**src/rtl/writeback_arbiter_pkg.sv**
```systemverilog
// Shared definitions for the register-file writeback arbiter: reset/write
// encodings, arbiter FSM states and the hard-wired zero register.
package writeback_arbiter_pkg;

    localparam logic RESET_ENABLE  = 1'b1;
    localparam logic RESET_DISABLE = 1'b0;
    localparam logic WRITE_ENABLE  = 1'b1;
    localparam logic WRITE_DISABLE = 1'b0;

    localparam logic [4:0] REGISTER_ZERO = 5'b0;

    typedef enum logic {
        ARB_STATE_NORMAL       = 1'b0,
        ARB_STATE_DIV_PRIORITY = 1'b1
    } arb_state_t;

    // r0 is hard-wired, so a write to it never needs the port
    function automatic logic is_real_register(input logic [4:0] address);
        return address != REGISTER_ZERO;
    endfunction

endpackage

```
**src/rtl/writeback_arbiter_busy_scoreboard.sv**
```systemverilog
// 32-entry busy vector for registers awaiting a divider result, with the
// issue check and the two decode-source lookups.
module writeback_arbiter_busy_scoreboard
    import writeback_arbiter_pkg::*;
(
    input  logic       clock,
    input  logic       reset,
    input  logic       issue_enable,
    input  logic [4:0] issue_address,
    output logic       issue_ready,
    input  logic       clear_enable,
    input  logic [4:0] clear_address,
    input  logic [4:0] read_address_a,
    input  logic [4:0] read_address_b,
    output logic       busy_a,
    output logic       busy_b
);

    logic [31:0] busy_q;
    logic [31:0] busy_d;

    assign issue_ready = !busy_q[issue_address];
    assign busy_a      = busy_q[read_address_a];
    assign busy_b      = busy_q[read_address_b];

    // A busy address is never issue_ready, so set and clear cannot collide
    always_comb begin
        busy_d = busy_q;
        if (clear_enable) begin
            busy_d[clear_address] = 1'b0;
        end
        if (issue_enable && issue_ready && is_real_register(issue_address)) begin
            busy_d[issue_address] = 1'b1;
        end
        busy_d[0] = 1'b0;
    end

    always_ff @(posedge clock) begin
        if (reset == RESET_ENABLE) begin
            busy_q <= '0;
        end else begin
            busy_q <= busy_d;
        end
    end

endmodule

```
**src/rtl/writeback_arbiter.sv**
```systemverilog
// Arbitrates the single register-file write port between pipeline writeback
// and the divider, with an anti-starvation priority state for the divider.
module writeback_arbiter
    import writeback_arbiter_pkg::*;
#(
    parameter int MAX_WAIT   = 4,
    parameter int DATA_WIDTH = 32
) (
    input  logic                  clock,
    input  logic                  reset,
    input  logic                  pipe_write_enable,
    input  logic [4:0]            pipe_write_address,
    input  logic [DATA_WIDTH-1:0] pipe_write_data,
    output logic                  pipe_stall,
    input  logic                  div_valid,
    input  logic [4:0]            div_address,
    input  logic [DATA_WIDTH-1:0] div_data,
    output logic                  div_ready,
    input  logic                  issue_enable,
    input  logic [4:0]            issue_address,
    output logic                  issue_ready,
    input  logic [4:0]            read_address_a,
    input  logic [4:0]            read_address_b,
    output logic                  hazard_a,
    output logic                  hazard_b,
    output logic                  rf_write_enable,
    output logic [4:0]            rf_write_address,
    output logic [DATA_WIDTH-1:0] rf_write_data
);

    localparam logic [3:0] WAIT_LIMIT = 4'(MAX_WAIT - 1);

    arb_state_t            state_q, state_d;
    logic [3:0]            wait_count_q, wait_count_d;
    logic                  rf_write_enable_q, rf_write_enable_d;
    logic [4:0]            rf_write_address_q, rf_write_address_d;
    logic [DATA_WIDTH-1:0] rf_write_data_q, rf_write_data_d;

    logic active;
    logic pipe_effective;
    logic handshake;
    logic pipe_wins;
    logic div_writes;
    logic busy_a;
    logic busy_b;

    assign active         = (reset == RESET_DISABLE);
    assign pipe_effective = pipe_write_enable && is_real_register(pipe_write_address);

    assign pipe_stall = active && (state_q == ARB_STATE_DIV_PRIORITY);
    assign div_ready  = active && ((state_q == ARB_STATE_DIV_PRIORITY) || !pipe_effective);
    assign handshake  = div_valid && div_ready;
    assign pipe_wins  = pipe_effective && !pipe_stall;
    assign div_writes = handshake && is_real_register(div_address);

    assign hazard_a = active && busy_a;
    assign hazard_b = active && busy_b;

    writeback_arbiter_busy_scoreboard u_busy_scoreboard (
        .clock          (clock),
        .reset          (reset),
        .issue_enable   (issue_enable),
        .issue_address  (issue_address),
        .issue_ready    (issue_ready),
        .clear_enable   (handshake),
        .clear_address  (div_address),
        .read_address_a (read_address_a),
        .read_address_b (read_address_b),
        .busy_a         (busy_a),
        .busy_b         (busy_b)
    );

    // The divider is refused only in NORMAL; once refused MAX_WAIT times in a
    // row it gets one priority cycle in which the pipeline stalls.
    always_comb begin
        state_d      = state_q;
        wait_count_d = wait_count_q;
        case (state_q)
            ARB_STATE_NORMAL: begin
                if (div_valid && !div_ready) begin
                    wait_count_d = wait_count_q + 4'd1;
                    if (wait_count_q == WAIT_LIMIT) begin
                        state_d = ARB_STATE_DIV_PRIORITY;
                    end
                end else begin
                    wait_count_d = 4'd0;
                end
            end
            ARB_STATE_DIV_PRIORITY: begin
                if (handshake || !div_valid) begin
                    state_d      = ARB_STATE_NORMAL;
                    wait_count_d = 4'd0;
                end
            end
            default: begin
                state_d      = ARB_STATE_NORMAL;
                wait_count_d = 4'd0;
            end
        endcase
    end

    always_comb begin
        rf_write_enable_d  = WRITE_DISABLE;
        rf_write_address_d = rf_write_address_q;
        rf_write_data_d    = rf_write_data_q;
        if (pipe_wins) begin
            rf_write_enable_d  = WRITE_ENABLE;
            rf_write_address_d = pipe_write_address;
            rf_write_data_d    = pipe_write_data;
        end else if (div_writes) begin
            rf_write_enable_d  = WRITE_ENABLE;
            rf_write_address_d = div_address;
            rf_write_data_d    = div_data;
        end
    end

    always_ff @(posedge clock) begin
        if (reset == RESET_ENABLE) begin
            state_q            <= ARB_STATE_NORMAL;
            wait_count_q       <= 4'd0;
            rf_write_enable_q  <= WRITE_DISABLE;
            rf_write_address_q <= REGISTER_ZERO;
            rf_write_data_q    <= '0;
        end else begin
            state_q            <= state_d;
            wait_count_q       <= wait_count_d;
            rf_write_enable_q  <= rf_write_enable_d;
            rf_write_address_q <= rf_write_address_d;
            rf_write_data_q    <= rf_write_data_d;
        end
    end

    assign rf_write_enable  = rf_write_enable_q;
    assign rf_write_address = rf_write_address_q;
    assign rf_write_data    = rf_write_data_q;

endmodule

```
**config.mk**
```make
export PLATFORM = sky130hd
export DESIGN_NAME = writeback_arbiter
export DESIGN_NICKNAME = d
export VERILOG_FILES = /design/src/rtl/writeback_arbiter_pkg.sv /design/src/rtl/writeback_arbiter_busy_scoreboard.sv /design/src/rtl/writeback_arbiter.sv
export SDC_FILE = /design/constraint.sdc
export NUM_CORES = 1
export LEC_CHECK = 0
export ABC_AREA = 1
export CORE_MARGIN = 2
export CORE_UTILIZATION = 50
export CTS_CLUSTER_DIAMETER = 150
export CTS_CLUSTER_SIZE = 25
export DETAILED_ROUTE_END_ITERATION = 10
export PLACE_DENSITY = 0.9
export REMOVE_ABC_BUFFERS = 1
export SETUP_SLACK_MARGIN = 0.5
export SYNTH_ARGS = -nofsm -noshare
export SYNTH_HDL_FRONTEND = slang
export SYNTH_SLANG_ARGS = --single-unit
```
**constraint.sdc**
```tcl
create_clock -name clock -period 4.2 [get_ports clock]
set_input_delay 0.84 -clock clock [delete_from_list [all_inputs] [get_ports clock]]
set_output_delay 0.84 -clock clock [all_outputs]
set_load 0.05 [all_outputs]
```
==> results.env, run 1 <==
SYN_AREA_PER_CELL_SQ_UM=6.32
FIN_WORST_SKEW_PS=10.5
WORST_SLEW_MARGIN_REL_PCT=52.1
CLOCK_LATENCY_PS=350
CTS_TREE='yes'
CTS.HTREE.LEVELS=3
FIN_HOLD_WS_PS=491
CLOCK_SINK_COUNT=74
SETUP_VIOL=0
MAXIMUM_NUMBER_OF_PINS_ON_ONE_NET_BEFORE_GLOBAL_ROUTE_REPAIR=43
FINALWEIGHTEDCONGESTION=1.14
FINAL_LAYOUT_SIZE_SUFFIX_GT1_SHARE_PCT=5.46
FMAX_GHz=0.286
TIMING.CRITICAL_PATH.REQUIRED_PS=3360
MAX-CAP-VIOLATIONS=0
CP-START-KIND='primary input'
CTS.ROOT.BUFFER_CELL='clkbuf_8'
YOSYSSEQAREASHARE_PCT=35.4
DP_WIRELENGTH_UM=11200
DESIGN.DIE.AREA_SQ_UM=9130
STATUS='finished clean'
FINAL_DESIGN_AREA_NO_FILL_SQ_UM=5800
SYNTH_ENABLE_FLOP_CELLS=0
SYNTH_ASYNC_SR_FLOP_SHARE_PCT=0
YOSYS.CELL_TYPES.COUNT=27
PATH_BUF_INV=3
TIGHTESTPINTRANSITION_PS=716
REPORT.FINAL.HOLD_VIOL_COUNT=0
CTS_RESIZED=0
DIE_Y_UM=95.5
R2R_CELLS=10
CRIT-REG2REG-LAUNCH='state_q'
TIMING.REG2REG.SETUP_SLACK_PS=1770
SYNTH_TOP_CELL_AREA_SHARE_PCT=35.4
SYNTH_TOP_AREA_CELL='dfxtp_1'
POWER.DENSITY_nW_PER_UM2=324
FLOORPLAN.INITIALDENSITY_PCT=51.3
TIMING.CRITICAL_PATH.TO_TYPE='primary output'
STARTPOINT='read_address_a[1]'
PLACEABLECOREAREA_SQ_UM=8180
CTS_SETUP_BUFFERS=0
AREA_OVERHEAD_VS_SYNTH_PCT=38.4
UNREPAIRED_SETUP_ENDPOINTS_AFTER_GLOBAL_ROUTING='false'
ROWS=33
P_LEAK_uW=0.00230
MIN_PATH_TYPE='register to register'
DETAIL_ROUTE.FIRST_PASS.ITERATIONS=6
FINAL_COMMON_CELL='nand2_1'
POST_SYNTH_INST_COUNT=663
FINISH.NET_COUNT=877
ROUTEDWLPERCELL_UM=16.9
DETAIL_ROUTE.DRC_VIOLATIONS=0
DRT-TOTAL-WL_UM=15100
MOSTFREQUENTLAYOUTCELLS='nand2_1 (177), clkdlybuf4s50_1 (132), dfxtp_1 (74)'
POST-ROUTE-UTIL_PCT=70.9
WORST_SETUP_HOLD_PATH_CLK_SLEW_PS=90
SLEW_VIOLATIONS=0
ROUTE.ANTENNA.REMAINING_NETS=0
CP_CELL_SEQUENCE='clkdlybuf4s50_1 > inv_1 > a21oi_1 > o21ai_0 > nand3_1 > o21ai_0 > o22ai_1 > nor2_1 > nor2_1 > buf_12'
GRT_PASS1_VIAS=4719
FP.DIEW_UM=95.5
SYNTHESIS.YOSYS.WARNINGS=0
FINAL_MIN_PERIOD_OVER_CLOCK_PERIOD_PCT=83.3
MAPPED_AREA_SQ_UM=4190
POST-LAYOUT-TOTAL-POWER_uW=1880
FLIP_FLOP_CELL_WITH_THE_HIGHEST_COUNT_AFTER_SYNTHESIS='dfxtp_1'
CRITPATHMAXFANOUT=9
FINALCRITICALPERIOD_PS=3500
YS_SEQ_ELEMENTS=74
CRITICAL_PATH_CELL_COUNT=10
CRIT_END='hazard_a'
SYNTH.TOP_CELLS.BY_AREA='dfxtp_1 (35%), nand2_1 (16%), o21ai_1 (6.4%)'
GRT_OVERFLOW_TOTAL=0
DR_TOTAL_VIAS=5151
HOLD_BUFFERS=0
VIA_PER_INSTANCE_RATIO=5.77
DETAILEDROUTE.FIRSTITERATIONVIOLATIONS=388
GRT_FIRST_PASS_WIRELENGTH_UM=23200
TIMING.CRITICAL_PATH.MAX_DELAY_FAMILY='buffers and inverters'
CTSLONGESTPATHBUFFERS=2
FLOORPLAN.IO_PINS=137
END_OF_THE_WORST_REGISTER_TO_REGISTER_PATH='rf_write_data[25]'
IRDROPWORSTVDD_mV=0.291
POST_PLACEMENT_CELL_AREA_SQ_UM=5580
SLOWEST_DELAY_PS=630
GRT_ANTENNA_BEFORE_REPAIR=0
CRITICAL-PATH-SLOWEST-CELL='clkdlybuf4s50_1'
CRIT_TYPE='primary input to primary output'
GRT_RESOURCE_USAGE_TOTAL_PCT=33.0
ANTENNA_CELLS_INSERTED=0
WORST_EP_ARRIVAL_TIME_PS=2660
CTS_MADE_BUFFERS=9
FINALSETUPTNS_PS=0
IO_BUFFER_COUNT=136
==> registers in the layout, summed over array words and instances, names as in the netlist <==
signal and flops:
rf_write_data 32, rf_write_enable 1, state_q 1, wait_count_q 4
u_busy_scoreboard.busy_q 31, rf_write_address 5
==> power by group <==
group	total [uW]	internal [uW]	switching, uW
clock	628	340	288
combinational	488	190	298
sequential	761	737	23.6
==> worst reg2reg max path, cell delays in order, from the launching register on <==
cell and delay [ps]:
dfxtp_1 350, inv_2 110, nor2_2 50, nor2_1 170, nand2_4 270, inv_2 190
a31oi_1 80, inv_2 460, buf_4 370, o21ai_1 120, a31oi_1 190
==> synth_stat cells, types with 2 or more instances <==
cell type    n
nand2_1    177
o221ai_1     2
o22ai_1      6
o21ai_1     54
clkbuf_1    21
buf_2       11
dfxtp_1     74
buf_6        5
a31oi_1     36
a21oi_1     47
nand3_1     44
nor2_2       5
nor3_1      10
nor2_1      68
inv_1       37
o211ai_1     3
o21ai_0     49
xor2_1       2
inv_2        4
==> layer usage <==
metal / up-vias / global-route usage [%] / wire length, um
li1: 2467 / - / -
met3: 68 / 8.46 / 1500
met4: 0 / 16.5 / 802
met1: 2296 / 38.5 / 5620
met5: - / 0 / 0
met2: 320 / 55.9 / 7130
==> cells by family (layout without fill, tap and decap cells) <==
| kind of cell | count (synthesis) | count (layout) | synth area share [%] |
|---|---|---|---|
| xor+xnor | 2 | 2 | 0.418 |
| flops | 74 | 74 | 35.4 |
| buf+inv | 80 | 204 | 8.54 |
| fa+ha+maj | 1 | 1 | 0.299 |
| compound gates | 198 | 198 | 25.4 |
| simple gates | 308 | 308 | 30.0 |
==> area by class of cell <==
| cell class | count | area, sq um |
|---|---|---|
| Inverter | 42 | 160 |
| Fill cell | 669 | 2380 |
| Clock buffer | 9 | 124 |
| Clock inverter | 7 | 100 |
| Sequential cell | 74 | 1480 |
| Tap cell | 105 | 131 |
| Multi-Input combinational cell | 509 | 2350 |
| Timing Repair Buffer | 146 | 1450 |
==> metrics by stage <==
stage / setup slack [ps] / std cells
final: 702 / 892
after CTS: 731 / 892
after floorplan: 660 / 625
after global placement: 819 / 876
after detailed placement: 739 / 876
after global routing: 550 / 892
==> how the worst min path moves through the flow <==
| stage | from | to | slack, ps | cells past startpoint |
|---|---|---|---|---|
| after floorplan | wait_count_q[1] | wait_count_q[1] | 450 | 2 |
| after global placement | wait_count_q[1] | wait_count_q[1] | 460 | 2 |
| after detailed placement | wait_count_q[1] | wait_count_q[1] | 480 | 2 |
| after CTS | wait_count_q[1] | wait_count_q[1] | 490 | 2 |
| after global routing | wait_count_q[1] | wait_count_q[1] | 530 | 2 |
| final | wait_count_q[1] | wait_count_q[1] | 490 | 2 |
Power figures use the tool's default switching activity.
==> inputs of run 2 (changes only) <==
CORE_UTILIZATION = 42   (was 50)
PLACE_DENSITY = 0.81   (was 0.9)
clock period = 3.05 ns   (was 4.2 ns; I/O delays follow)
==> run 2 against run 1 <==
Compared with the run above: critical path depth is the same; worst hold slack worse by 7.1 ps; cell area is 3.5% higher; clock skew about the same; routed wire length increased by 1.3%; worst setup slack worse by 99 ps; clock-buffer cell count up 1; first-iteration DRC count increased by 28%; clock power grew 21%; sequential share of layout area down 0.86 points; via count is essentially flat; largest power group unchanged.
==> results.env, run 2 (synthesized netlist as in run 1, its figures left out) <==
STATUS='finished clean'
CRIT_TOP_CELL='a21oi_1'
CTS_TREE='yes'
REPORT.FINAL.HOLD_VIOL_COUNT=0  # unchanged
SLEW_VIOLATIONS=0  # unchanged
USE_MET1_PCT=33.0  # -5.4 points
CRIT-REG2REG-LAUNCH='state_q'
DP_WIRELENGTH_UM=11100  # -1.2%
SLOWEST_DELAY_PS=180  # -450 ps
GRT_FIRST_PASS_WIRELENGTH_UM=24000  # +3.6%
DIE_Y_UM=104  # +8.7%
FIN_WORST_SKEW_PS=10.6  # +0.180 ps
GRT_RESOURCE_USAGE_TOTAL_PCT=27.9  # -5.1 points
ROUTE.ANTENNA.REMAINING_NETS=0  # unchanged
FINAL_CELLS=935  # +4.8%
GRT_BUSIEST_LAYER='met2'
FP.DIEW_UM=104  # +8.7%
DR_TOTAL_VIAS=5150  # -0.019%
WORST_SLEW_MARGIN_REL_PCT=61.0  # +8.9 points
CRIT_TYPE='primary input to primary output'
CTSLONGESTPATHBUFFERS=2  # unchanged
FMAX_GHz=0.409
CRITPATHMAXFANOUT=4  # -5
FINAL_MIN_PERIOD_OVER_CLOCK_PERIOD_PCT=80.2
FLOORPLAN.IO_PINS=137  # unchanged
LARGEST_REGISTER_FFS=32  # unchanged
UNREPAIRED_SETUP_ENDPOINTS_AFTER_GLOBAL_ROUTING='false'
DP.CELLS=916  # +4.6%
ROUTEDWLPERCELL_UM=16.3  # -3.4%
MIN_DELAY_SRC='wait_count_q[1]'
IO_BUFFER_COUNT=136  # unchanged
TIMING.CRITICAL_PATH.REQUIRED_PS=2440  # -920 ps
FINAL_LAYOUT_SIZE_SUFFIX_GT1_SHARE_PCT=10.3  # +4.9 points
FINAL_DESIGN_AREA_NO_FILL_SQ_UM=6000  # +3.5%
ANTENNA_CELLS_INSERTED=0  # unchanged
POWER.DENSITY_nW_PER_UM2=416  # +29%
POST_PLACEMENT_CELL_AREA_SQ_UM=5750  # +3.1%
CRITICAL-PATH-SLOWEST-CELL='o21ai_1'
MAXIMUM_NUMBER_OF_PINS_ON_ONE_NET_BEFORE_GLOBAL_ROUTE_REPAIR=75  # +74%
MAX-CAP-VIOLATIONS=0  # unchanged
PATH_BUF_INV=3  # unchanged
CP_CELL_SEQUENCE='clkbuf_4 > buf_6 > o21ai_1 > a21oi_1 > a21oi_1 > o21ai_0 > nand3_1 > nand2_1 > nor2_2 > buf_12'
PLACEABLECOREAREA_SQ_UM=9730  # +19%
FINALCRITICALPERIOD_PS=2450
MIN_PATH_TYPE='register to register'
CLOCK_SINK_COUNT=74  # unchanged
HOLD_BUFFERS=0  # unchanged
MOSTFREQUENTLAYOUTCELLS='nand2_1 (177), clkdlybuf4s50_1 (119), dfxtp_1 (74)'
P_LEAK_uW=0.00240  # +4.6%
FINAL_COMMON_CELL='nand2_1'
GRT_OVERFLOW_TOTAL=0  # unchanged
DESIGN.DIE.AREA_SQ_UM=10800  # +18%
IRDROPWORSTVDD_mV=0.373  # +28%
ROWS=36  # +9.1%
DETAIL_ROUTE.DRC_VIOLATIONS=0  # unchanged
DRT-TOTAL-WL_UM=15300  # +1.3%
FLOORPLAN.INITIALDENSITY_PCT=43.1  # -8.2 points
GRT_ANTENNA_BEFORE_REPAIR=0  # unchanged
USE_MET2_PCT=46.4  # -9.5 points
DETAILEDROUTE.FIRSTITERATIONVIOLATIONS=495  # +28%
AREA_OVERHEAD_VS_SYNTH_PCT=43.2
TIMING.CRITICAL_PATH.MAX_DELAY_FAMILY='compound AO/OA/AOI/OAI gates'
WORST_EP_ARRIVAL_TIME_PS=1840  # -820 ps
GRT_USE_MET3_PCT=9.84  # +1.4 points
CTS.HTREE.LEVELS=3  # unchanged
DETAIL_ROUTE.FIRST_PASS.ITERATIONS=8  # +2
VIA_PER_INSTANCE_RATIO=5.51  # -4.6%
GRT_PASS1_VIAS=4687  # -0.68%
CP-START-KIND='primary input'
TIGHTESTPINTRANSITION_PS=583  # -133 ps
WORST_SETUP_HOLD_PATH_CLK_SLEW_PS=80  # about the same
CTS_MADE_BUFFERS=9  # unchanged
TIMING.CRITICAL_PATH.TO_TYPE='primary output'
CTS.ROOT.BUFFER_CELL='clkbuf_8'
SETUP_VIOL=0  # unchanged
FINISH.NET_COUNT=892  # +1.7%
CLOCK_LATENCY_PS=350  # about the same
STARTPOINT='read_address_b[0]'
FINALWEIGHTEDCONGESTION=1.00  # -12%
run 2: cell count changes in the layout (fill, tap and decap cells not counted), sizes merged:
| cell | change |
|---|---|
| dlymetal6s2s | +2 |
| clkdlybuf4s15 | +1 |
| clkinvlp | +2 |
| buf | +16 |
| inv | -2 |
| clkdlybuf4s50 | -13 |
| clkbuf | +9 |
| dlygate4sd2 | +1 |
| bufinv | -1 |
run 2: worst paths after layout:
| path | end | slack (ps) | cells past startpoint |
|---|---|---|---|
| setup / recovery | hazard_b | 600 | 10 |
| hold / removal | wait_count_q[1] | 480 | 2 |
| setup reg to reg | u_busy_scoreboard.busy_q[22] | 1170 | 11 |
| hold reg to reg | wait_count_q[1] | 480 | 2 |
run 2: worst register-to-register path, delay by kind of cell (launching register included):
family / cells / cell delay (ps)
flops: 1 / 390
compound gates: 2 / 280
simple gates: 7 / 970
buf+inv: 2 / 130
run 2: routing by layer:
metal | share of wire (%) | vias up | wire, um
li1 | - | 2506 | -
met1 | 37 | 2267 | 5710
met2 | 47 | 321 | 7190
met3 | 12 | 56 | 1790
met4 | 3.6 | 0 | 552
met5 | 0 | - | 0
run 2: through the flow:
stage | TNS [ps] | hold WS, ps | util (%) | total power, uW | worst slack (ps)
floorplan | -6760 | 454 | - | 1410 | -220
global placement | 0 | 460 | 59.1 | 1740 | 130
detailed placement | 0 | 475 | 59.1 | 1740 | 88.2
CTS | 0 | 487 | 61.5 | 2500 | 429
global route | 0 | 522 | 61.7 | 2610 | 504
finish | 0 | 484 | 61.7 | 2500 | 603
run 2: what timing repair did:
| action | in CTS | in global routing |
|---|---|---|
| hold endpoints to repair | 0 | 0 |
| pin swaps | 0 | 2 |
| setup buffers | 0 | 0 |
| endpoints found under the setup margin | 4 | 4 |
| cloned | 2 | 1 |
| gates resized for setup | 28 | 35 |
run 2: final cells by class:
class                           instances  area (sq um)
Fill cell                             891          3730
Multi-Input combinational cell        509          2400
Timing Repair Buffer                  161          1590
Sequential cell                        74          1480
Tap cell                              133           166
Inverter                               42           165
Clock buffer                           10           128
Clock inverter                          6          67.6
run 2: where the power goes:
part / internal, uW / switching (uW) / leakage (uW)
clock: 379 / 382 / 0.0000925
sequential: 1020 / 33.0 / 0.000607
combinational: 275 / 412 / 0.00170
total: 1670 / 827 / 0.00240
